<file path="config.mk">
export PLATFORM = sky130hd
export DESIGN_NAME = fft_dac_tx_flat
export DESIGN_NICKNAME = d
export VERILOG_FILES = /design/src/rtl/fft_dac_pkg.sv /design/src/rtl/fft_dac_tx_if.sv /design/src/rtl/fft_dac_clkgen.sv /design/src/rtl/fft_dac_tx.sv /design/src/flat_wrapper.sv
export SDC_FILE = /design/constraint.sdc
export NUM_CORES = 1
export LEC_CHECK = 0
export CAP_MARGIN = 10
export CORE_AREA = 2 2 64 66
export CTS_BUF_LIST = sky130_fd_sc_hd__clkbuf_8
export CTS_CLUSTER_SIZE = 30
export DETAILED_ROUTE_END_ITERATION = 10
export DIE_AREA = 0 0 66 68
export PLACE_DENSITY = 0.76
export SLEW_MARGIN = 40
export SYNTH_ARGS = -nofsm -noshare
export SYNTH_HDL_FRONTEND = slang
export SYNTH_SLANG_ARGS = --single-unit
</file>
<file path="constraint.sdc">
create_clock -name iCLK -period 4.47 [get_ports iCLK]
set_clock_uncertainty 0.1 [all_clocks]
set_input_delay 0.894 -clock iCLK [delete_from_list [all_inputs] [get_ports iCLK]]
set_output_delay 0.894 -clock iCLK [all_outputs]
set_load 0.01 [all_outputs]
</file>
<file path="src/rtl/fft_dac_pkg.sv">
`default_nettype none
// ============================================================================
// Module   : fft_dac_pkg
// Purpose  : Shared states, default parameters and counter-width helpers for
//            the FFT DAC serial transmitter.
// Revision : 1.0  initial release
// ============================================================================
package fft_dac_pkg;

    typedef enum logic [2:0] {
        IDLE  = 3'd0,
        SETUP = 3'd1,
        SHIFT = 3'd2,
        HOLD  = 3'd3,
        GAP   = 3'd4
    } dac_state_t;

    localparam int DAC_DATA_W  = 16;
    localparam int DAC_CLK_DIV = 4;
    localparam int DAC_CS_GAP  = 8;

    function automatic int div_cnt_w(input int clk_div);
        return $clog2(clk_div) + 1;
    endfunction

    function automatic int bit_cnt_w(input int data_w);
        return $clog2(data_w) + 1;
    endfunction

    function automatic int gap_cnt_w(input int cs_gap);
        return $clog2(cs_gap) + 1;
    endfunction

    localparam int DAC_DIV_CNT_W = div_cnt_w(DAC_CLK_DIV);
    localparam int DAC_BIT_CNT_W = bit_cnt_w(DAC_DATA_W);
    localparam int DAC_GAP_CNT_W = gap_cnt_w(DAC_CS_GAP);

endpackage
`default_nettype wire

</file>
<file path="src/rtl/fft_dac_tx_if.sv">
`default_nettype none
// ============================================================================
// Module   : fft_dac_tx_if
// Purpose  : Sample handshake plus DAC pin bundle for fft_dac_tx.
// Revision : 1.0  initial release
// ============================================================================
interface fft_dac_tx_if #(
    parameter int DATA_W = 16
);
    logic [DATA_W-1:0] iDATA;
    logic              iVALID;
    logic              oREADY;
    logic              oDONE;
    logic              oDAC_DATA;
    logic              oDAC_CS;
    logic              oDAC_CLK;

    modport master (
        output iDATA, iVALID,
        input  oREADY, oDONE, oDAC_DATA, oDAC_CS, oDAC_CLK
    );

    modport slave (
        input  iDATA, iVALID,
        output oREADY, oDONE, oDAC_DATA, oDAC_CS, oDAC_CLK
    );
endinterface
`default_nettype wire

</file>
<file path="src/rtl/fft_dac_clkgen.sv">
`default_nettype none
// ============================================================================
// Module   : fft_dac_clkgen
// Purpose  : Half-period counter; strobes once every CLK_DIV enabled cycles.
// Revision : 1.0  initial release
// ============================================================================
module fft_dac_clkgen
    import fft_dac_pkg::*;
#(
    parameter int CLK_DIV = DAC_CLK_DIV
) (
    input  logic clk,
    input  logic rst,
    input  logic i_clear,
    input  logic i_en,
    output logic o_strobe
);
    localparam int                CNT_W      = div_cnt_w(CLK_DIV);
    localparam logic [CNT_W-1:0]  c_cnt_last = CNT_W'(CLK_DIV - 1);

    logic [CNT_W-1:0] r_cnt;

    always_ff @(posedge clk) begin
        if (rst || i_clear) begin
            r_cnt <= '0;
        end else if (i_en) begin
            r_cnt <= (r_cnt == c_cnt_last) ? '0 : r_cnt + CNT_W'(1);
        end
    end

    assign o_strobe = i_en && (r_cnt == c_cnt_last);

endmodule
`default_nettype wire

</file>
<file path="src/rtl/fft_dac_tx.sv">
`default_nettype none
// ============================================================================
// Module   : fft_dac_tx
// Purpose  : Serialises one parallel sample per handshake to the DAC, MSB
//            first, framed by an active-low chip select.
// Revision : 1.0  initial release
// ============================================================================
module fft_dac_tx
    import fft_dac_pkg::*;
#(
    parameter int DATA_W  = DAC_DATA_W,
    parameter int CLK_DIV = DAC_CLK_DIV,
    parameter int CS_GAP  = DAC_CS_GAP
) (
    input  logic        iCLK,
    input  logic        iRESET,
    fft_dac_tx_if.slave dac
);
    localparam int               BIT_W      = bit_cnt_w(DATA_W);
    localparam int               GAP_W      = gap_cnt_w(CS_GAP);
    localparam logic [BIT_W-1:0] c_bit_last = BIT_W'(DATA_W);
    localparam logic [GAP_W-1:0] c_gap_last = GAP_W'(CS_GAP - 1);

    dac_state_t        r_state,   w_state_nxt;
    logic [DATA_W-1:0] r_shreg,   w_shreg_nxt;
    logic [BIT_W-1:0]  r_bit_cnt, w_bit_cnt_nxt;
    logic [GAP_W-1:0]  r_gap_cnt, w_gap_cnt_nxt;
    logic              r_ready,   w_ready_nxt;
    logic              r_done,    w_done_nxt;
    logic              r_cs,      w_cs_nxt;
    logic              r_sclk,    w_sclk_nxt;

    logic w_accept;
    logic w_div_en;
    logic w_strobe;

    assign w_accept = dac.iVALID && r_ready;
    assign w_div_en = (r_state == SETUP) || (r_state == SHIFT) || (r_state == HOLD);

    fft_dac_clkgen #(
        .CLK_DIV (CLK_DIV)
    ) u_clkgen (
        .clk      (iCLK),
        .rst      (iRESET),
        .i_clear  (w_accept),
        .i_en     (w_div_en),
        .o_strobe (w_strobe)
    );

    always_ff @(posedge iCLK) begin
        if (iRESET) begin
            r_state   <= IDLE;
            r_shreg   <= '0;
            r_bit_cnt <= '0;
            r_gap_cnt <= '0;
            r_ready   <= 1'b1;
            r_done    <= 1'b0;
            r_cs      <= 1'b1;
            r_sclk    <= 1'b0;
        end else begin
            r_state   <= w_state_nxt;
            r_shreg   <= w_shreg_nxt;
            r_bit_cnt <= w_bit_cnt_nxt;
            r_gap_cnt <= w_gap_cnt_nxt;
            r_ready   <= w_ready_nxt;
            r_done    <= w_done_nxt;
            r_cs      <= w_cs_nxt;
            r_sclk    <= w_sclk_nxt;
        end
    end

    always_comb begin
        w_state_nxt   = r_state;
        w_shreg_nxt   = r_shreg;
        w_bit_cnt_nxt = r_bit_cnt;
        w_gap_cnt_nxt = r_gap_cnt;
        w_ready_nxt   = r_ready;
        w_done_nxt    = 1'b0;
        w_cs_nxt      = r_cs;
        w_sclk_nxt    = r_sclk;

        case (r_state)
            IDLE: begin
                if (w_accept) begin
                    w_state_nxt   = SETUP;
                    w_shreg_nxt   = dac.iDATA;
                    w_bit_cnt_nxt = '0;
                    w_ready_nxt   = 1'b0;
                    w_cs_nxt      = 1'b0;
                    w_sclk_nxt    = 1'b0;
                end
            end
            SETUP: begin
                if (w_strobe) begin
                    w_state_nxt   = SHIFT;
                    w_sclk_nxt    = 1'b1;
                    w_bit_cnt_nxt = r_bit_cnt + BIT_W'(1);
                end
            end
            SHIFT: begin
                if (w_strobe) begin
                    if (r_sclk) begin
                        w_sclk_nxt = 1'b0;
                        // The LSB is not shifted away so it stays on the pin through HOLD.
                        if (r_bit_cnt != c_bit_last) begin
                            w_shreg_nxt = {r_shreg[DATA_W-2:0], 1'b0};
                        end
                    end else if (r_bit_cnt == c_bit_last) begin
                        w_state_nxt = HOLD;
                    end else begin
                        w_sclk_nxt    = 1'b1;
                        w_bit_cnt_nxt = r_bit_cnt + BIT_W'(1);
                    end
                end
            end
            HOLD: begin
                if (w_strobe) begin
                    w_state_nxt   = GAP;
                    w_cs_nxt      = 1'b1;
                    w_shreg_nxt   = '0;
                    w_gap_cnt_nxt = '0;
                    w_done_nxt    = (c_gap_last == '0);
                end
            end
            GAP: begin
                if (r_gap_cnt == c_gap_last) begin
                    w_state_nxt = IDLE;
                    w_ready_nxt = 1'b1;
                end else begin
                    w_gap_cnt_nxt = r_gap_cnt + GAP_W'(1);
                    w_done_nxt    = ((r_gap_cnt + GAP_W'(1)) == c_gap_last);
                end
            end
            default: begin
                w_state_nxt = IDLE;
                w_ready_nxt = 1'b1;
                w_cs_nxt    = 1'b1;
                w_sclk_nxt  = 1'b0;
                w_shreg_nxt = '0;
            end
        endcase
    end

    assign dac.oREADY    = r_ready;
    assign dac.oDONE     = r_done;
    assign dac.oDAC_CS   = r_cs;
    assign dac.oDAC_CLK  = r_sclk;
    assign dac.oDAC_DATA = r_shreg[DATA_W-1];

endmodule
`default_nettype wire

</file>
<file path="src/flat_wrapper.sv">
// flat-port wrapper written by rule: the top's interface ports become plain ports
module fft_dac_tx_flat import fft_dac_pkg::*;
#(
    parameter int DATA_W  = DAC_DATA_W,
    parameter int CLK_DIV = DAC_CLK_DIV,
    parameter int CS_GAP  = DAC_CS_GAP
)
  (iCLK, iRESET, dac_iDATA, dac_iVALID, dac_oREADY, dac_oDONE, dac_oDAC_DATA, dac_oDAC_CS, dac_oDAC_CLK);
  fft_dac_tx_if #(.DATA_W(DATA_W)) dac_i ();
  input  logic iCLK;
  input  logic iRESET;
  input wire logic [$bits(dac_i.iDATA)-1:0] dac_iDATA;
  input wire logic [$bits(dac_i.iVALID)-1:0] dac_iVALID;
  output wire logic [$bits(dac_i.oREADY)-1:0] dac_oREADY;
  output wire logic [$bits(dac_i.oDONE)-1:0] dac_oDONE;
  output wire logic [$bits(dac_i.oDAC_DATA)-1:0] dac_oDAC_DATA;
  output wire logic [$bits(dac_i.oDAC_CS)-1:0] dac_oDAC_CS;
  output wire logic [$bits(dac_i.oDAC_CLK)-1:0] dac_oDAC_CLK;
  assign dac_i.iDATA = dac_iDATA;
  assign dac_i.iVALID = dac_iVALID;
  assign dac_oREADY = dac_i.oREADY;
  assign dac_oDONE = dac_i.oDONE;
  assign dac_oDAC_DATA = dac_i.oDAC_DATA;
  assign dac_oDAC_CS = dac_i.oDAC_CS;
  assign dac_oDAC_CLK = dac_i.oDAC_CLK;
  fft_dac_tx #(.DATA_W(DATA_W), .CLK_DIV(CLK_DIV), .CS_GAP(CS_GAP)) u_core (.iCLK(iCLK), .iRESET(iRESET), .dac(dac_i));
endmodule
</file>
== Word level (Yosys, flattened, before mapping) ==
Index checks and enable logic that the tools add are counted.

* Add/subtract/negate cells: 3
* Equal/unequal tests: 20
* Mux-type cells: 33
* Bitwise gates (word level): 5
* Reductions and logical operators: 20

{| class="wikitable"
|+ Operator list
! operator !! count
|-
| $mux 16 || 5
|-
| $pmux 16 s4 || 1
|-
| $mux 5 || 5
|-
| $mux 3 || 8
|-
| $ne 2x2->1 const B || 9
|-
| $pmux 3 s5 || 1
|-
| $pmux 5 s3 || 1
|-
| $reduce_and 6->1 || 2
|-
| $eq 3x2->1 const B || 3
|-
| $reduce_and 3->1 || 3
|-
| $reduce_or 3->1 || 3
|-
| $eq 4x3->1 const B || 2
|-
| $mux 4 || 2
|-
| $pmux 4 s2 || 1
|-
| $reduce_and 7->1 || 1
|-
| $mux 1 || 6
|-
| $pmux 1 s3 || 2
|-
| $add 5x1->5 const B || 1
|-
| $eq 5x5->1 const B || 1
|-
| $ne 5x5->1 const B || 1
|-
| $not 1->1 || 5
|-
| $add 4x1->4 const B || 1
|-
| $ne 2x1->1 const B || 2
|-
| $pmux 1 s4 || 1
|-
| 10 further kinds || 14
|}

* Register bits after elaboration: 35
* Input port bits: 19

== Longest topological paths before layout ==
* Depth after elaboration: 6
* Depth in mapped cells: 7
* Gate-level depth less buffers: 6

== Cells and area by module ==
A second synthesis with hierarchy kept.

* Cell total of the unflattened synthesis: 203
* Area, all modules: 1880.6 µm²

{| class="wikitable"
|+ Modules (own cells, without submodules)
! module !! instances !! cells each !! area an instance (µm²) !! sequential area each (µm²)
|-
| fft_dac_tx || 1 || 192 || 1751.7 || 640.6
|-
| fft_dac_clkgen || 1 || 11 || 128.9 || 60.1
|}

== Worst setup path before layout ==
Ideal clock, no wire load.

* Kind: in2reg
* Start point: in dac_iVALID
* End point: reg u_core.r_state[0]
* Data arrival time: 1817 ps
* Slack: 2430 ps
* Cell stages on the path: 4
* Buffers on the path: 0
* Cell sequence: nand2_1 -> a22o_1 -> a2111oi_4 -> mux2_1

* Word-level cells in the longest chain between the ends: 3

{| class="wikitable"
|+ RTL lines
! element !! line !! RTL
|-
| start: declaration || flat_wrapper.sv:13 || <nowiki>input wire logic [$bits(dac_i.iVALID)-1:0] dac_iVALID;</nowiki>
|-
| $logic_and 1x1->1 || fft_dac_tx.sv:37 || <nowiki>assign w_accept = dac.iVALID && r_ready;</nowiki>
|-
| $ne 2x2->1 (no line) || n/a ||
|-
| $reduce_and 7->1 (no line) || n/a ||
|-
| end signal: assignment || fft_dac_tx.sv:61 || <nowiki>r_state <= w_state_nxt;</nowiki>
|-
| end: declaration || fft_dac_tx.sv:24 || <nowiki>dac_state_t r_state, w_state_nxt;</nowiki>
|}

Every way passes these cells.
A chain may end at the register's enable or synchronous reset.

== Final worst setup path ==
* Start point: in dac_iVALID
* End point: reg u_core.r_shreg[0]

* Word-level cells in the longest chain between the ends: 3

{| class="wikitable"
|+ RTL lines
! element !! line !! RTL
|-
| $logic_and 1x1->1 || fft_dac_tx.sv:37 ||
|-
| $ne 2x2->1 (no line) || n/a ||
|-
| $reduce_and 6->1 (no line) || n/a ||
|-
| end signal: assignment || fft_dac_tx.sv:62 || <nowiki>r_shreg <= w_shreg_nxt;</nowiki>
|-
| end: declaration || fft_dac_tx.sv:25 || <nowiki>logic [DATA_W-1:0] r_shreg, w_shreg_nxt;</nowiki>
|}

Every way passes these cells.

==> run summary <==
Along the worst hold path, the cell count comes to 2. The number of buffer and inverter instances along the worst setup path works out to 3. The tools report the maximum operating frequency as 0.393 GHz. Pin placement for this block handled 24 I/O pins. The number of clock buffers added by TritonCTS is 5. The slew at the pin with the worst max-slew slack is 0.681 ns, and the per-cell via count in the routed design is 5.76. The buffer type at the clock tree root was sky130_fd_sc_hd__clkbuf_8. The tools report the data required time at the worst endpoint as 4.59 ns.

For the initial antenna violation count, the log shows 0. The share of layout cells above drive strength 1 came out at 9.47%. Entering global routing, the biggest net connects 24 pins. Fill cells in the final layout number 380. STA classifies the critical path startpoint as an input pin. The startpoint identified for the worst hold timing path is u_core.r_shreg[13]$_SDFFE_PP0P_.

The congestion estimate from routability-driven global placement came to 0.814. Among all flip-flop cells after synthesis, the most frequent one is sky130_fd_sc_hd__dfxtp_1. The horizontal die dimension was 66 um; the final layout net count was 266.

Grouping stages by cell kind, the critical path spends the most delay in buffers and inverters. Final core area utilization: 61.1%. The fraction of the mapped netlist area in compound gates was 24.8%. After Yosys synthesis, XOR and XNOR cells account for 1.34% of the synthesized area. The run gives 1.96 ns as the internal reg-to-reg setup slack. Counting flops and latches in the post-synthesis netlist gives 35.

The CTS clock-pin slew for the worst setup and hold paths is 0.07 ns. The first global-routing pass estimated 6.86 mm of wire. The tools report the total count of hold-check failures in the final report as 0. The worst setup path is of the input pin to register kind.

After Yosys synthesis, full adders, half adders and majority gates account for 3.18% of the synthesized area. For hold timing, the worst endpoint is u_core.r_shreg[13]$_SDFFE_PP0P_. The tools report the reg-to-reg critical path endpoint as u_core.r_shreg[0]$_SDFFE_PP0P_. For the instance count of the mapped netlist, the log shows 221. The synthesized netlist net count was 245; the area of the core region was 3860 um2. Wires add up to 3.99 mm. The H-tree depth was 2. Of the total synthesized cell area, the portion taken by AND, OR, NAND and NOR gates is 21.0%. Of the post-synthesis cell area, the part taken by muxes is 9.29%. From bottom edge to top edge, the die measures 68 um. In the layout the commonest cells are 43 x sky130_fd_sc_hd__nand2_1, 34 x sky130_fd_sc_hd__dfxtp_1, 23 x sky130_fd_sc_hd__clkdlybuf4s50_1.

The tree built by TritonCTS fans out to 35 sinks. For this design the ratio of total power to cell area is 499 nW/um2. The mapped netlist covers 1970 um2. After detailed routing, the average wire length per cell comes to 13.6 um.

The logs give 2.67 ns for the data arrival at the endpoint of the critical path and 0 for the number of nets with antenna violations after detailed routing. For the iteration-0 DRC count of the detailed router, the log shows 138. After layout, the worst setup slack is 1.93 ns. Leaving out fill and tap cells, the most frequent cell in the layout is sky130_fd_sc_hd__nand2_1.

For the finished layout, the period the worst path requires is 2.54 ns. Walking the worst path, the cells encountered are clkdlybuf4s50_1 -> and4_1 -> a221oi_4 -> buf_6 -> buf_4 -> mux2i_1. For the worst hold slack after final layout, the log shows 0.361 ns. The tools report the sum of net half-perimeters after detailed placement as 2.78 mm. During placement, the flow inserted port buffers numbering 23. For this design, the slowest cell found on the critical path is sky130_fd_sc_hd__clkdlybuf4s50_1. By area, the combinational part of the netlist is dominated by compound AO/OA/AOI/OAI gates.

In this run the static leakage power is 0.000920 uW. The final critical path takes up 56.9% of the cycle. VDD sags by at most 0.213 mV.

The maximum fanout along the worst path was 7. Buffers inserted to repair hold after CTS numbered 0. Max-cap violations in this run came to 0. The worst register-to-register path begins at u_core.r_state[0]$_SDFFE_PP0P_. The number of warnings reported in the yosys synthesis log was 0; the number of enable-type register cells in the synthesized netlist was 0. Counting distinct cell types in the post-synthesis netlist gives 52. Before antenna repair, the detailed router went through 4 iterations. Setup violations remaining at the end of the flow were counted as 0.

The setup fix buffers added after clock tree synthesis is 0, and the via count of the first global-routing pass is 1,536. The longest clock path from root to sink contains 2 buffers. The count of final max-slew check failures is 0. The number of antenna diodes in the final layout is 0. The number of instances resized during post-cts repair came out at 0.

Timing analysis after detailed placement gives a worst setup slack of 1.60 ns. The total vias in the final route came out at 1,688. The run finished with clean final reports. Class of the worst hold path: register to register. The total number of placement rows was 23; the area of the die was 4490 um2. For this run, the total global-route usage over all layers was measured as 20.1%. The share of async-settable or async-resettable flops after synthesis came out at 0%. For the DRC violation count after routing, the log shows 0. Setup repair after global routing left no endpoint under its margin.

Measured against its own limit, the worst slew margin works out to 54.5%. The insertion delay of the later-clocked pin in the worst-skew pair is 0.30 ns, and the depth of the worst register-to-register path is 6. After synthesis, the mean cell area works out to 8.89 um2.

The stage delay of the slowest cell on the critical path was 0.50 ns; the part of the Yosys area used for sequential elements was 35.6%. TritonCTS built the clock tree. The area growth from synthesis to layout is 19.9%. The initial standard-cell utilization of the core is 51.0%.

STA classifies the critical path endpoint as a register. The remaining global-route overflow was 0; the final setup TNS was 0 ns.
[sequential cells by signal, summed over array words and instances, names as in the netlist]
| register | cells |
|---|---|
| u_core.dac.oREADY | 1 |
| u_core.dac.oDONE | 1 |
| u_core.r_state | 3 |
| u_core.r_bit_cnt | 5 |
| u_core.r_gap_cnt | 4 |
| u_core.u_clkgen.r_cnt | 3 |
| u_core.dac.oDAC_CS | 1 |
| u_core.dac.oDAC_CLK | 1 |
| u_core.r_shreg | 16 |
[kinds of logic after synthesis]
logic type / count (synthesis)
mux: 18
simple gates: 82
buf+inv: 20
compound gates: 58
xor+xnor: 3
fa+ha+maj: 5
flops: 35
[layer usage]
metal  global-route usage (%)  wire (um)  up-vias
li1                         -          -      848
met4                     8.93         74        0
met2                     31.9       1900       35
met5                        0          0        -
met1                     25.4       1830      798
met3                     5.76        179        7
[cell usage after synthesis (2+ instances only)]
cell / count / share of area (%)
sky130_fd_sc_hd__or3b_1: 2 / 0.89
sky130_fd_sc_hd__a21boi_0: 2 / 0.76
sky130_fd_sc_hd__o311ai_1: 2 / 0.89
sky130_fd_sc_hd__or3_1: 2 / 0.64
sky130_fd_sc_hd__nand2b_1: 4 / 1.3
sky130_fd_sc_hd__buf_2: 5 / 1.3
sky130_fd_sc_hd__xnor2_1: 3 / 1.3
sky130_fd_sc_hd__a311oi_1: 2 / 0.89
sky130_fd_sc_hd__inv_1: 6 / 1.1
sky130_fd_sc_hd__nor3_1: 5 / 1.3
sky130_fd_sc_hd__ha_1: 5 / 3.2
sky130_fd_sc_hd__a21oi_1: 10 / 2.5
sky130_fd_sc_hd__o41ai_1: 2 / 0.89
sky130_fd_sc_hd__nand3_1: 5 / 1.3
sky130_fd_sc_hd__o21a_1: 2 / 0.76
sky130_fd_sc_hd__nor2b_1: 4 / 1.3
sky130_fd_sc_hd__a22o_1: 16 / 7.1
sky130_fd_sc_hd__nor2_1: 7 / 1.3
sky130_fd_sc_hd__o22ai_1: 2 / 0.64
sky130_fd_sc_hd__mux2i_1: 16 / 8.1
sky130_fd_sc_hd__o21ai_1: 2 / 0.51
sky130_fd_sc_hd__dfxtp_1: 35 / 36
sky130_fd_sc_hd__nand2_1: 43 / 8.2
sky130_fd_sc_hd__o21ai_0: 4 / 1.0
sky130_fd_sc_hd__clkbuf_1: 7 / 1.3
sky130_fd_sc_hd__mux2_1: 2 / 1.1
[power breakdown]
| group | leakage [uW] | switching (uW) | internal, uW |
|---|---|---|---|
| logic | 0.000573 | 224 | 227 |
| clock network | 0.0000612 | 116 | 180 |
| registers | 0.000285 | 65.3 | 362 |
| total | 0.000920 | 406 | 769 |
[worst register-to-register path, stage by stage (launching register included)]
cell and delay, ns:
sky130_fd_sc_hd__dfxtp_1 0.76, sky130_fd_sc_hd__nor2_1 0.26, sky130_fd_sc_hd__and4_1 0.32, sky130_fd_sc_hd__a221oi_4 0.44
sky130_fd_sc_hd__buf_6 0.21, sky130_fd_sc_hd__buf_4 0.16, sky130_fd_sc_hd__mux2i_1 0.18
[layout make-up]
class	count	area, um2	share of cell area, %
Sequential cell	35	702	29.8
Timing Repair Buffer	27	264	11.2
Inverter	7	26.3	1.11
Multi-Input combinational cell	166	1180	50.3
Clock buffer	6	82.6	3.50
Clock inverter	2	35.0	1.49
Tap cell	50	62.6	2.65
[through the flow]
step                      total power, uW  cell area (um2)  std cells
after floorplan                       774             1970        221
after global placement                858             2210        283
after detailed placement              888             2240        285
after CTS                            1190             2360        293
after global routing                 1250             2360        293
final                                1180             2360        293
[how the worst max path moves through the flow]
stage	start	to	slack [ns]	cells after the start
2_1_floorplan	dac_iVALID	u_core.r_state[0]$_SDFFE_PP0P_	2.43	4
3_3_place_gp	dac_iVALID	u_core.r_shreg[1]$_SDFFE_PP0P_	1.56	4
3_5_place_dp	dac_iVALID	u_core.r_shreg[0]$_SDFFE_PP0P_	1.60	6
4_1_cts	dac_iVALID	u_core.r_shreg[10]$_SDFFE_PP0P_	1.91	6
5_1_grt	u_core.r_state[0]$_SDFFE_PP0P_	u_core.r_shreg[9]$_SDFFE_PP0P_	1.79	6
6_report	dac_iVALID	u_core.r_shreg[0]$_SDFFE_PP0P_	1.93	6
No activity file was read; power rests on OpenSTA's default activity.
